[config.mk]
export PLATFORM = sky130hd
export DESIGN_NAME = alu_op_dispatcher
export DESIGN_NICKNAME = d
export VERILOG_FILES = /design/src/rtl/alu_op_dispatcher.sv
export SDC_FILE = /design/constraint.sdc
export NUM_CORES = 1
export LEC_CHECK = 0
export CAP_MARGIN = 15
export CORE_AREA = 2 2 233 235
export CTS_BUF_LIST = sky130_fd_sc_hd__clkbuf_4
export DETAILED_ROUTE_END_ITERATION = 10
export DIE_AREA = 0 0 235 237
export GPL_TIMING_DRIVEN = 0
export MAX_ROUTING_LAYER = met4
export PLACE_DENSITY = 0.57
export SETUP_SLACK_MARGIN = 0.02
export SYNTH_ARGS = -nofsm -noshare
export SYNTH_HDL_FRONTEND = slang
export SYNTH_SLANG_ARGS = --single-unit
[constraint.sdc]
create_clock -name clk -period 10.3 [get_ports clk]
set_input_delay 1.03 -clock clk [delete_from_list [all_inputs] [get_ports clk]]
set_output_delay 1.03 -clock clk [all_outputs]
set_load 0.02 [all_outputs]
[src/rtl/alu_op_dispatcher.sv]
// -----------------------------------------------------------------------------
// alu_op_dispatcher
//
// Initiator side of the start/working/ack handshake shared by the add, sub,
// mul and div execution units. One request is taken at a time from the
// upstream sequencer. Its operands go onto the shared operand buses and the
// selected unit gets a one-hot start. The dispatcher waits until that unit is
// the only one reporting working, holds start for a settle window, and then
// captures the unit's result. The response goes out through a valid/ready
// port. A request that cannot get exclusive use of its unit within
// TIMEOUT_CYC cycles is aborted with an error response.
//
// Optional feature (compile-time macro ALU_DISPATCH_DIV0_CHECK_EN):
//   defined   - a div request with req_b == 0 never reaches the div unit. It
//               is answered one cycle after accept with resp_data = 0 and
//               resp_err = 1.
//   undefined - div by zero is dispatched like any other operation.
//
// Ports:
//   clk, rst                 clock (rising edge), asynchronous active-high reset
//   req_valid/req_ready      request handshake
//   req_op                   0=add 1=sub 2=mul 3=div
//   req_a, req_b             operands
//   unit_a, unit_b           registered operand buses to all units
//   unit_start[3:0]          one-hot start, bit order add, sub, mul, div
//   unit_working[3:0]        working flags from the units, same bit order
//   res_add/sub/mul/div      unit results
//   resp_valid/resp_ready    response handshake
//   resp_data, resp_err      captured result (0 on error), error flag
//   busy                     high whenever the dispatcher is not idle
//
// Parameters:
//   WIDTH        operand/result width
//   SETTLE_CYC   cycles start is held after exclusive grant (1..15)
//   TIMEOUT_CYC  cycle budget for WAIT_FREE + GRANT (2..1023)
// -----------------------------------------------------------------------------
module alu_op_dispatcher #(
    parameter int WIDTH       = 64,
    parameter int SETTLE_CYC  = 2,
    parameter int TIMEOUT_CYC = 64
) (
    input  logic             clk,
    input  logic             rst,
    input  logic             req_valid,
    output logic             req_ready,
    input  logic [1:0]       req_op,
    input  logic [WIDTH-1:0] req_a,
    input  logic [WIDTH-1:0] req_b,
    output logic [WIDTH-1:0] unit_a,
    output logic [WIDTH-1:0] unit_b,
    output logic [3:0]       unit_start,
    input  logic [3:0]       unit_working,
    input  logic [WIDTH-1:0] res_add,
    input  logic [WIDTH-1:0] res_sub,
    input  logic [WIDTH-1:0] res_mul,
    input  logic [WIDTH-1:0] res_div,
    output logic             resp_valid,
    input  logic             resp_ready,
    output logic [WIDTH-1:0] resp_data,
    output logic             resp_err,
    output logic             busy
);

    typedef enum logic [2:0] {
        IDLE      = 3'd0,
        WAIT_FREE = 3'd1,
        GRANT     = 3'd2,
        SETTLE    = 3'd3,
        RESP      = 3'd4
    } state_t;

    localparam int TCW = 10;   // holds TIMEOUT_CYC-1 up to 1022
    localparam int SCW = 4;    // holds SETTLE_CYC-1 up to 14

    // Terminal counts: the counter value seen during the last allowed cycle.
    localparam logic [TCW-1:0] TMO_LAST    = TCW'(TIMEOUT_CYC - 1);
    localparam logic [SCW-1:0] SETTLE_LAST = SCW'(SETTLE_CYC - 1);

    state_t           state_q, state_d;
    logic [1:0]       op_q, op_d;
    logic             reject_q, reject_d;
    logic [TCW-1:0]   tcnt_q, tcnt_d;
    logic [SCW-1:0]   scnt_q, scnt_d;
    logic             req_ready_q, req_ready_d;
    logic [WIDTH-1:0] unit_a_q, unit_a_d;
    logic [WIDTH-1:0] unit_b_q, unit_b_d;
    logic [3:0]       unit_start_q, unit_start_d;
    logic             resp_valid_q, resp_valid_d;
    logic [WIDTH-1:0] resp_data_q, resp_data_d;
    logic             resp_err_q, resp_err_d;
    logic             busy_q, busy_d;

    logic [3:0]       op_onehot;
    logic [WIDTH-1:0] sel_res;
    logic             div0_hit;
    logic             exclusive;

    // One-hot decode of the latched operation.
    generate
        for (genvar gi = 0; gi < 4; gi++) begin : g_onehot
            assign op_onehot[gi] = (op_q == 2'(gi));
        end
    endgenerate

    // Exclusive grant means the selected unit is working and no peer is.
    assign exclusive = (unit_working == op_onehot);

`ifdef ALU_DISPATCH_DIV0_CHECK_EN
    assign div0_hit = (req_op == 2'd3) && (req_b == '0);
`else
    assign div0_hit = 1'b0;
`endif

    always_comb begin
        sel_res = res_add;
        case (op_q)
            2'd0:    sel_res = res_add;
            2'd1:    sel_res = res_sub;
            2'd2:    sel_res = res_mul;
            default: sel_res = res_div;
        endcase
    end

    always_comb begin
        state_d      = state_q;
        op_d         = op_q;
        reject_d     = reject_q;
        tcnt_d       = tcnt_q;
        scnt_d       = scnt_q;
        req_ready_d  = req_ready_q;
        unit_a_d     = unit_a_q;
        unit_b_d     = unit_b_q;
        unit_start_d = unit_start_q;
        resp_valid_d = resp_valid_q;
        resp_data_d  = resp_data_q;
        resp_err_d   = resp_err_q;

        case (state_q)
            IDLE: begin
                unit_start_d = '0;
                if (req_valid && req_ready_q) begin
                    op_d        = req_op;
                    unit_a_d    = req_a;
                    unit_b_d    = req_b;
                    reject_d    = div0_hit;
                    tcnt_d      = '0;
                    scnt_d      = '0;
                    req_ready_d = 1'b0;
                    state_d     = WAIT_FREE;
                end
            end

            WAIT_FREE: begin
                // A rejected request passes through here for one cycle so the
                // error answer appears one cycle after accept, like a normal
                // registered response, and never touches the units.
                if (reject_q || (tcnt_q == TMO_LAST)) begin
                    unit_start_d = '0;
                    resp_valid_d = 1'b1;
                    resp_data_d  = '0;
                    resp_err_d   = 1'b1;
                    state_d      = RESP;
                end else begin
                    tcnt_d = tcnt_q + 1'b1;
                    if (unit_working == 4'b0000) begin
                        unit_start_d = op_onehot;
                        state_d      = GRANT;
                    end
                end
            end

            GRANT: begin
                if (tcnt_q == TMO_LAST) begin
                    unit_start_d = '0;
                    resp_valid_d = 1'b1;
                    resp_data_d  = '0;
                    resp_err_d   = 1'b1;
                    state_d      = RESP;
                end else begin
                    tcnt_d = tcnt_q + 1'b1;
                    if (exclusive) begin
                        scnt_d  = '0;
                        state_d = SETTLE;
                    end
                end
            end

            SETTLE: begin
                // Losing exclusivity sends us back to GRANT with start still
                // held; the timeout budget keeps its accumulated value.
                if (!exclusive) begin
                    scnt_d  = '0;
                    state_d = GRANT;
                end else if (scnt_q == SETTLE_LAST) begin
                    unit_start_d = '0;
                    resp_valid_d = 1'b1;
                    resp_data_d  = sel_res;
                    resp_err_d   = 1'b0;
                    state_d      = RESP;
                end else begin
                    scnt_d = scnt_q + 1'b1;
                end
            end

            RESP: begin
                unit_start_d = '0;
                if (resp_ready) begin
                    resp_valid_d = 1'b0;
                    req_ready_d  = 1'b1;
                    state_d      = IDLE;
                end
            end

            default: begin
                unit_start_d = '0;
                resp_valid_d = 1'b0;
                req_ready_d  = 1'b1;
                state_d      = IDLE;
            end
        endcase

        busy_d = (state_d != IDLE);
    end

    always_ff @(posedge clk or posedge rst) begin
        if (rst) begin
            state_q      <= IDLE;
            op_q         <= 2'd0;
            reject_q     <= 1'b0;
            tcnt_q       <= '0;
            scnt_q       <= '0;
            req_ready_q  <= 1'b1;
            unit_a_q     <= '0;
            unit_b_q     <= '0;
            unit_start_q <= '0;
            resp_valid_q <= 1'b0;
            resp_data_q  <= '0;
            resp_err_q   <= 1'b0;
            busy_q       <= 1'b0;
        end else begin
            state_q      <= state_d;
            op_q         <= op_d;
            reject_q     <= reject_d;
            tcnt_q       <= tcnt_d;
            scnt_q       <= scnt_d;
            req_ready_q  <= req_ready_d;
            unit_a_q     <= unit_a_d;
            unit_b_q     <= unit_b_d;
            unit_start_q <= unit_start_d;
            resp_valid_q <= resp_valid_d;
            resp_data_q  <= resp_data_d;
            resp_err_q   <= resp_err_d;
            busy_q       <= busy_d;
        end
    end

    assign req_ready  = req_ready_q;
    assign unit_a     = unit_a_q;
    assign unit_b     = unit_b_q;
    assign unit_start = unit_start_q;
    assign resp_valid = resp_valid_q;
    assign resp_data  = resp_data_q;
    assign resp_err   = resp_err_q;
    assign busy       = busy_q;

endmodule

# ---- After elaboration in Yosys (flattened, before gate mapping)
# Index checks and enable logic that the tools add are counted.
dict set report word_totals {
  reg_bits 219
  latch_bits 0
  elab_cells 94
  mem_bits_ro 0
  out_inout_bits 200
  ramBits 0
  mem_count 0
}
dict set report op_classes {
  n_bitwise 2
  magnitude_cmp 0
  n_shift 0
  div 0
  n_addsub 2
  n_mux 40
  reduce_logical 17
  mul 0
  n_eq_ne 21
}
# cell count
set op_table {}
lappend op_table {{64-bit two-way mux} 3}
lappend op_table {{64-bit case mux with 3 select lines} 1}
lappend op_table {{64-bit case mux with 2 select lines} 1}
lappend op_table {{4-bit two-way mux} 10}
lappend op_table {{3-bit two-way mux} 8}
lappend op_table {{4-bit case mux with 3 select lines} 2}
lappend op_table {{10-bit two-way mux} 2}
lappend op_table {{10-bit case mux with 2 select lines} 1}
lappend op_table {{2-bit != test (second input constant)} 9}
lappend op_table {{3-bit case mux with 5 select lines} 1}
lappend op_table {{3-bit nonzero test} 4}
lappend op_table {{10-bit by 1-bit adder with 10-bit output (second input constant)} 1}
lappend op_table {{10-bit by 6-bit equality test with 1-bit output (second input constant)} 1}
lappend op_table {{5-bit AND reduction} 2}
lappend op_table {{1-bit two-way mux} 8}
lappend op_table {{4-bit AND reduction} 2}
lappend op_table {{3-bit by 2-bit equality test with 1-bit output (second input constant)} 2}
lappend op_table {{3-bit != test (second input constant)} 2}
lappend op_table {{6-bit AND reduction} 1}
lappend op_table {{4-bit by 1-bit adder with 4-bit output (second input constant)} 1}
lappend op_table {{2-bit equality test (second input constant)} 2}
lappend op_table {{4-bit by 1-bit equality test with 1-bit output (second input constant)} 1}
lappend op_table {{4-bit equality test} 1}
lappend op_table {{4-bit logical NOT} 1}
lappend op_table {{14 further kinds} 15}

# ---- Depth between registers and ports, before layout
dict set report logic_depth {
  depth_word 6
  depth_mapped 9
}

# ---- Worst setup path after synthesis
# No wires, ideal clock.
dict set report synth_timing {
  kind {input to register}
  from {input port unit_working[3]}
  to {register resp_data_q[20] (netlist: resp_data[20])}
  setup_ns 0.127
  t_arrival_ns 2.876
  path_stages 7
  required_time_ns 10.173
  setup_slack_ns 7.296
  cell_sequence {or3b_1 a2111o_1 a21oi_2 o221a_2 buf_12 buf_8 mux2_1}
}
dict set report synth_between {
  elab_chain_len 3
}
# element line
set synth_lines {}
lappend synth_lines {{from (decl)} 52} ;# input logic [3:0] unit_working,
lappend synth_lines {{4-bit equality test} 106} ;# assign exclusive = (unit_working == op_onehot);
lappend synth_lines {{2-bit != test (no line)} n/a}
lappend synth_lines {{5-bit AND reduction (no line)} n/a}
lappend synth_lines {{to (signal assigned)} 251} ;# resp_data_q <= resp_data_d;
lappend synth_lines {{to (decl)} 89} ;# logic [WIDTH-1:0] resp_data_q, resp_data_d;
# No other way between the ends.
# A chain may end at the register's enable or synchronous reset.

# ---- Worst setup path in the final report
dict set report layout_timing {
  from {input port req_valid}
  to {register unit_b_q[1] (netlist: unit_b[1])}
}
dict set report layout_between {
  elab_chain_len 2
}
# element line
set layout_lines {}
lappend layout_lines {{from (decl)} 44} ;# input logic req_valid,
lappend layout_lines {{1-bit logical AND} 141} ;# if (req_valid && req_ready_q) begin
lappend layout_lines {{2-bit AND reduction (no line)} n/a}
lappend layout_lines {{to (signal assigned)} 248} ;# unit_b_q <= unit_b_d;
lappend layout_lines {{to (decl)} 86} ;# logic [WIDTH-1:0] unit_b_q, unit_b_d;
# No other way between the ends.

==> run_results.csv <==
group,metric,value,unit
synth,syn_area_per_cell,10.7,sq um
timing,hold_violations,0,
global_route,largest_net_degree_at_the_start_of_global_routing,115,
die,die-height,237,um
timing,tns,0,ns
global_route,groute.usage.overall,17.0,%
synth,predominant_post_synthesis_flop_cell,"sky130_fd_sc_hd__dfrtp_1",
setup_path,r2r_setup_slack,7.30,ns
timing,finalWorstPathRequiredPeriod,3.12,ns
setup_path,slowest_stage_cell_on_the_critical_path,"sky130_fd_sc_hd__clkbuf_1",
power_and_ir_drop,powerDensity,121,nW/um^2
cts,cts.sinks,219,
timing,post-route-worst-setup-slack,7.18,ns
hold_path,hold_depth,2,
drt,number_of_iterations_in_the_first_detailed_routing_pass,5,
global_route,grt_pass1_vias,11100,
status,run_status,"finished, final reports clean",
power_and_ir_drop,switchingPower,0.607,mW
cts,cts.root.buffer_cell,"sky130_fd_sc_hd__clkbuf_4",
synth,synth.largest_area_cell,"sky130_fd_sc_hd__dfrtp_1",
synth,postSynthNetCount,1406,
hold_path,timing.hold.worst_endpoint,"unit_b[5]$_DFFE_PP0P_",
setup_path,worst_path_largest_cell_delay,0.79,ns
power_and_ir_drop,power.total,2.24,mW
die,initial_utilization,20.3,%
cts,postCtsResizedCells,0,
timing,max_clock_freq,0.321,GHz
timing,rsz_0062_raised_after_global_routing,"false",
synth,synthTopCellsByArea,"sky130_fd_sc_hd__dfrtp_1, sky130_fd_sc_hd__nand2_1, sky130_fd_sc_hd__mux4_2",
power_and_ir_drop,power.combinational.fraction,20.1,%
hold_path,min-delay-start,"unit_b[5]$_DFFE_PP0P_",
synth,netlist.area_leader.share,50.3,%
power_and_ir_drop,irDropWorstVdd,0.0670,mV
drt,antenna_violating_nets_post_route,0,
setup_path,setup.worst_path.class,"in -> reg",
finish,post_route_cells_drive_above_1_share,14.4,%
timing,timing.final.crit_share,30.3,%
finish,final_net_count,2071,
synth,ys_types,51,
setup_path,start_kind,"input pin",
cts,cts-root-to-sink-buffers,3,
synth,post_synth_most_frequent_cells,"sky130_fd_sc_hd__nand2_1, sky130_fd_sc_hd__dfrtp_1, sky130_fd_sc_hd__nor2b_1",
setup_path,path_max_fanout,10,
setup_path,worst_ep_required_time,10.98,ns
cts,post_cts.repair.setup_buffers,0,
place,pre_cts_ws,6.19,ns
die,dieArea,55700,sq um
power_and_ir_drop,cell_internal_pwr,1.64,mW
hold_path,hold_path_class,"reg -> reg",
timing,skew,0.0343,ns
cts,worst_skew_pair.late_latency,0.75,ns
setup_path,worstSetupEndpointType,"flop",
synth,synthesized_cell_area,10800,sq um
die,design.core.area,53300,sq um
synth,synthMostInstantiatedCell,"sky130_fd_sc_hd__nand2_1",
synth,synth-edff-count,0,
timing,slew_of_the_pin_with_the_lowest_slew_margin,0.977,ns
drt,via_count,10300,
power_and_ir_drop,netSwitchingFraction,27.0,%
cts,cts_made_buffers,67,
drt,post_detailed_routing_wire_length,47300,um
finish,syn2layout_area_growth,71.3,%
flow_run,max_cap_violations,0,
synth,netlist_instances,1009,
place,gp_congestion,0.884,
power_and_ir_drop,power.share.clock,38.7,%
synth,asyncSetResetFlopFracSynth,100,%
place,numPlacedInstances,2300,
drt,drt-wirelength-per-cell,19.5,um
setup_path,cpMostUsedCell,"sky130_fd_sc_hd__nand2_1",
global_route,antenna_violations_before_repair,8,
cts,cts_hold_repair.buffers,0,
finish,finish.cell_count_without_fillers,2423,
drt,drc_errors_left,0,
die,die_x,235,um
timing,report.final.setup_viol,0,
setup_path,critical_path.reg2reg.startpoint,"state_q[1]$_DFF_PP0_",
cts,tritoncts,"yes",
die,io-pin-count,594,
timing,timing.final.max_slew_violations,0,
cts,cts-htree-levels,3,
place,hpwlAfterDp,36700,um
synth,ys_seq_elements,219,
power_and_ir_drop,power.static_leakage,8.17,nW
place,io_buffers,593,
global_route,global_route.overflow_total,0,
drt,vias_per_cell,4.25,
cts,cts.clk_slew.worst_paths,0.07,ns
setup_path,arrival,3.80,ns
setup_path,worstReg2RegEnd,"unit_b[1]$_DFFE_PP0P_",
die,num_rows,85,
power_and_ir_drop,seq_power_share,41.2,%
drt,drt_iter0_markers,502,
global_route,grt_first_pass_wirelength,68800,um
synth,yosysSeqAreaShare,50.6,%
timing,max_slew_margin,34.9,%
synth,ys.warnings.count,0,
setup_path,reg2reg_depth,6,
setup_path,crit_path_cell_trace,"clkdlybuf4s50_1 -> nand2_1 -> nor4_2 -> clkbuf_1 -> clkbuf_1 -> nand2_1 -> nand2_1",
[routing by layer]
layer	routed length [um]	share of wire, %	track usage [%]	vias up
li1	-	-	-	4768
met1	18200	39	18.1	4960
met2	23300	49	28.2	488
met3	3700	7.8	5.58	81
met4	2040	4.3	9.17	0
met5	0	0	-	-
[power groups by stage]
stage | logic (mW) | registers, mW | clock network (mW)
2_1_floorplan | 0.157 | 0.969 | 0
4_1_cts | 0.458 | 0.924 | 0.920
6_report | 0.451 | 0.924 | 0.869
5_1_grt | 0.479 | 0.929 | 0.961
3_5_place_dp | 0.455 | 0.939 | 0
3_3_place_gp | 0.449 | 0.939 | 0
[layout by cell type, fill, tap and decap left out, types with 7 or more instances in the layout]
cell,Yosys,layout
sky130_fd_sc_hd__nor2b_1,66,66
sky130_fd_sc_hd__o21ai_0,17,17
sky130_fd_sc_hd__clkbuf_4,0,100
sky130_fd_sc_hd__clkdlybuf4s50_1,0,593
sky130_fd_sc_hd__inv_1,10,9
sky130_fd_sc_hd__clkinv_1,0,8
sky130_fd_sc_hd__buf_1,7,7
sky130_fd_sc_hd__mux2_4,40,40
sky130_fd_sc_hd__mux4_2,64,64
sky130_fd_sc_hd__a21oi_1,13,13
sky130_fd_sc_hd__nor2_1,11,11
sky130_fd_sc_hd__diode_2,0,8
sky130_fd_sc_hd__mux2_1,9,9
sky130_fd_sc_hd__dfrtp_1,218,218
sky130_fd_sc_hd__nand3_1,10,10
sky130_fd_sc_hd__clkbuf_1,45,45
sky130_fd_sc_hd__nand2_1,409,409
sky130_fd_sc_hd__mux2_2,15,15
[worst max path at each step]
stage | cells after the start | slack (ns) | startpoint | endpoint
after floorplan | 1 | 3.28 | rst | busy$_DFF_PP0_
after global placement | 2 | -0.16 | rst | unit_a[34]$_DFFE_PP0P_
after detailed placement | 7 | 6.19 | req_valid | unit_b[1]$_DFFE_PP0P_
after CTS | 6 | 6.96 | op_q[0]$_DFFE_PP0P_ | resp_data[22]$_DFFE_PP0P_
after global routing | 7 | 6.90 | req_valid | unit_b[1]$_DFFE_PP0P_
final | 7 | 7.18 | req_valid | unit_b[1]$_DFFE_PP0P_
[critical path: cells and delay by family]
family,cells,cell delay (ns)
buffers and inverters,3,1.85
AND/OR/NAND/NOR,4,0.90
[area by class of cell]
| class | instances | area (sq um) |
|---|---|---|
| fill | 5387 | 34700 |
| timing repair buffer | 596 | 5990 |
| sequential | 219 | 5480 |
| multi-input combinational | 716 | 4970 |
| tap | 696 | 871 |
| clock buffer | 100 | 751 |
| buffer | 64 | 349 |
| clock inverter | 14 | 85.1 |
| inverter | 10 | 45.0 |
| antenna | 8 | 20.0 |
[per-stage QoR]
step | utilization (%) | hold slack [ns] | cell area, sq um
after floorplan | - | 0.466 | 10800
after global placement | 33.1 | 0.459 | 17600
after detailed placement | 33.2 | 0.461 | 17700
after CTS | 34.8 | 0.476 | 18500
after global routing | 34.8 | 0.499 | 18600
final | 34.8 | 0.472 | 18600
[sequential cells by signal (all words and copies together) (netlist names)]
signal      flops
busy            1
op_q            2
req_ready       1
resp_data      64
resp_err        1
resp_valid      1
scnt_q          4
state_q         3
tcnt_q         10
unit_a         64
unit_b         64
unit_start      4
[cells by family after synthesis]
| group | Yosys count | share of synthesized area, % |
|---|---|---|
| DFF | 219 | 50.6 |
| adders and majority gates | 3 | 0.346 |
| buffers and inverters | 74 | 3.57 |
| AOI/OAI and AO/OA | 54 | 3.15 |
| and+or+nand+nor | 529 | 20.8 |
| xor gates and xnor gates | 1 | 0.0808 |
| muxes | 129 | 21.4 |
Note: power is estimated with default switching activity, not from simulation.
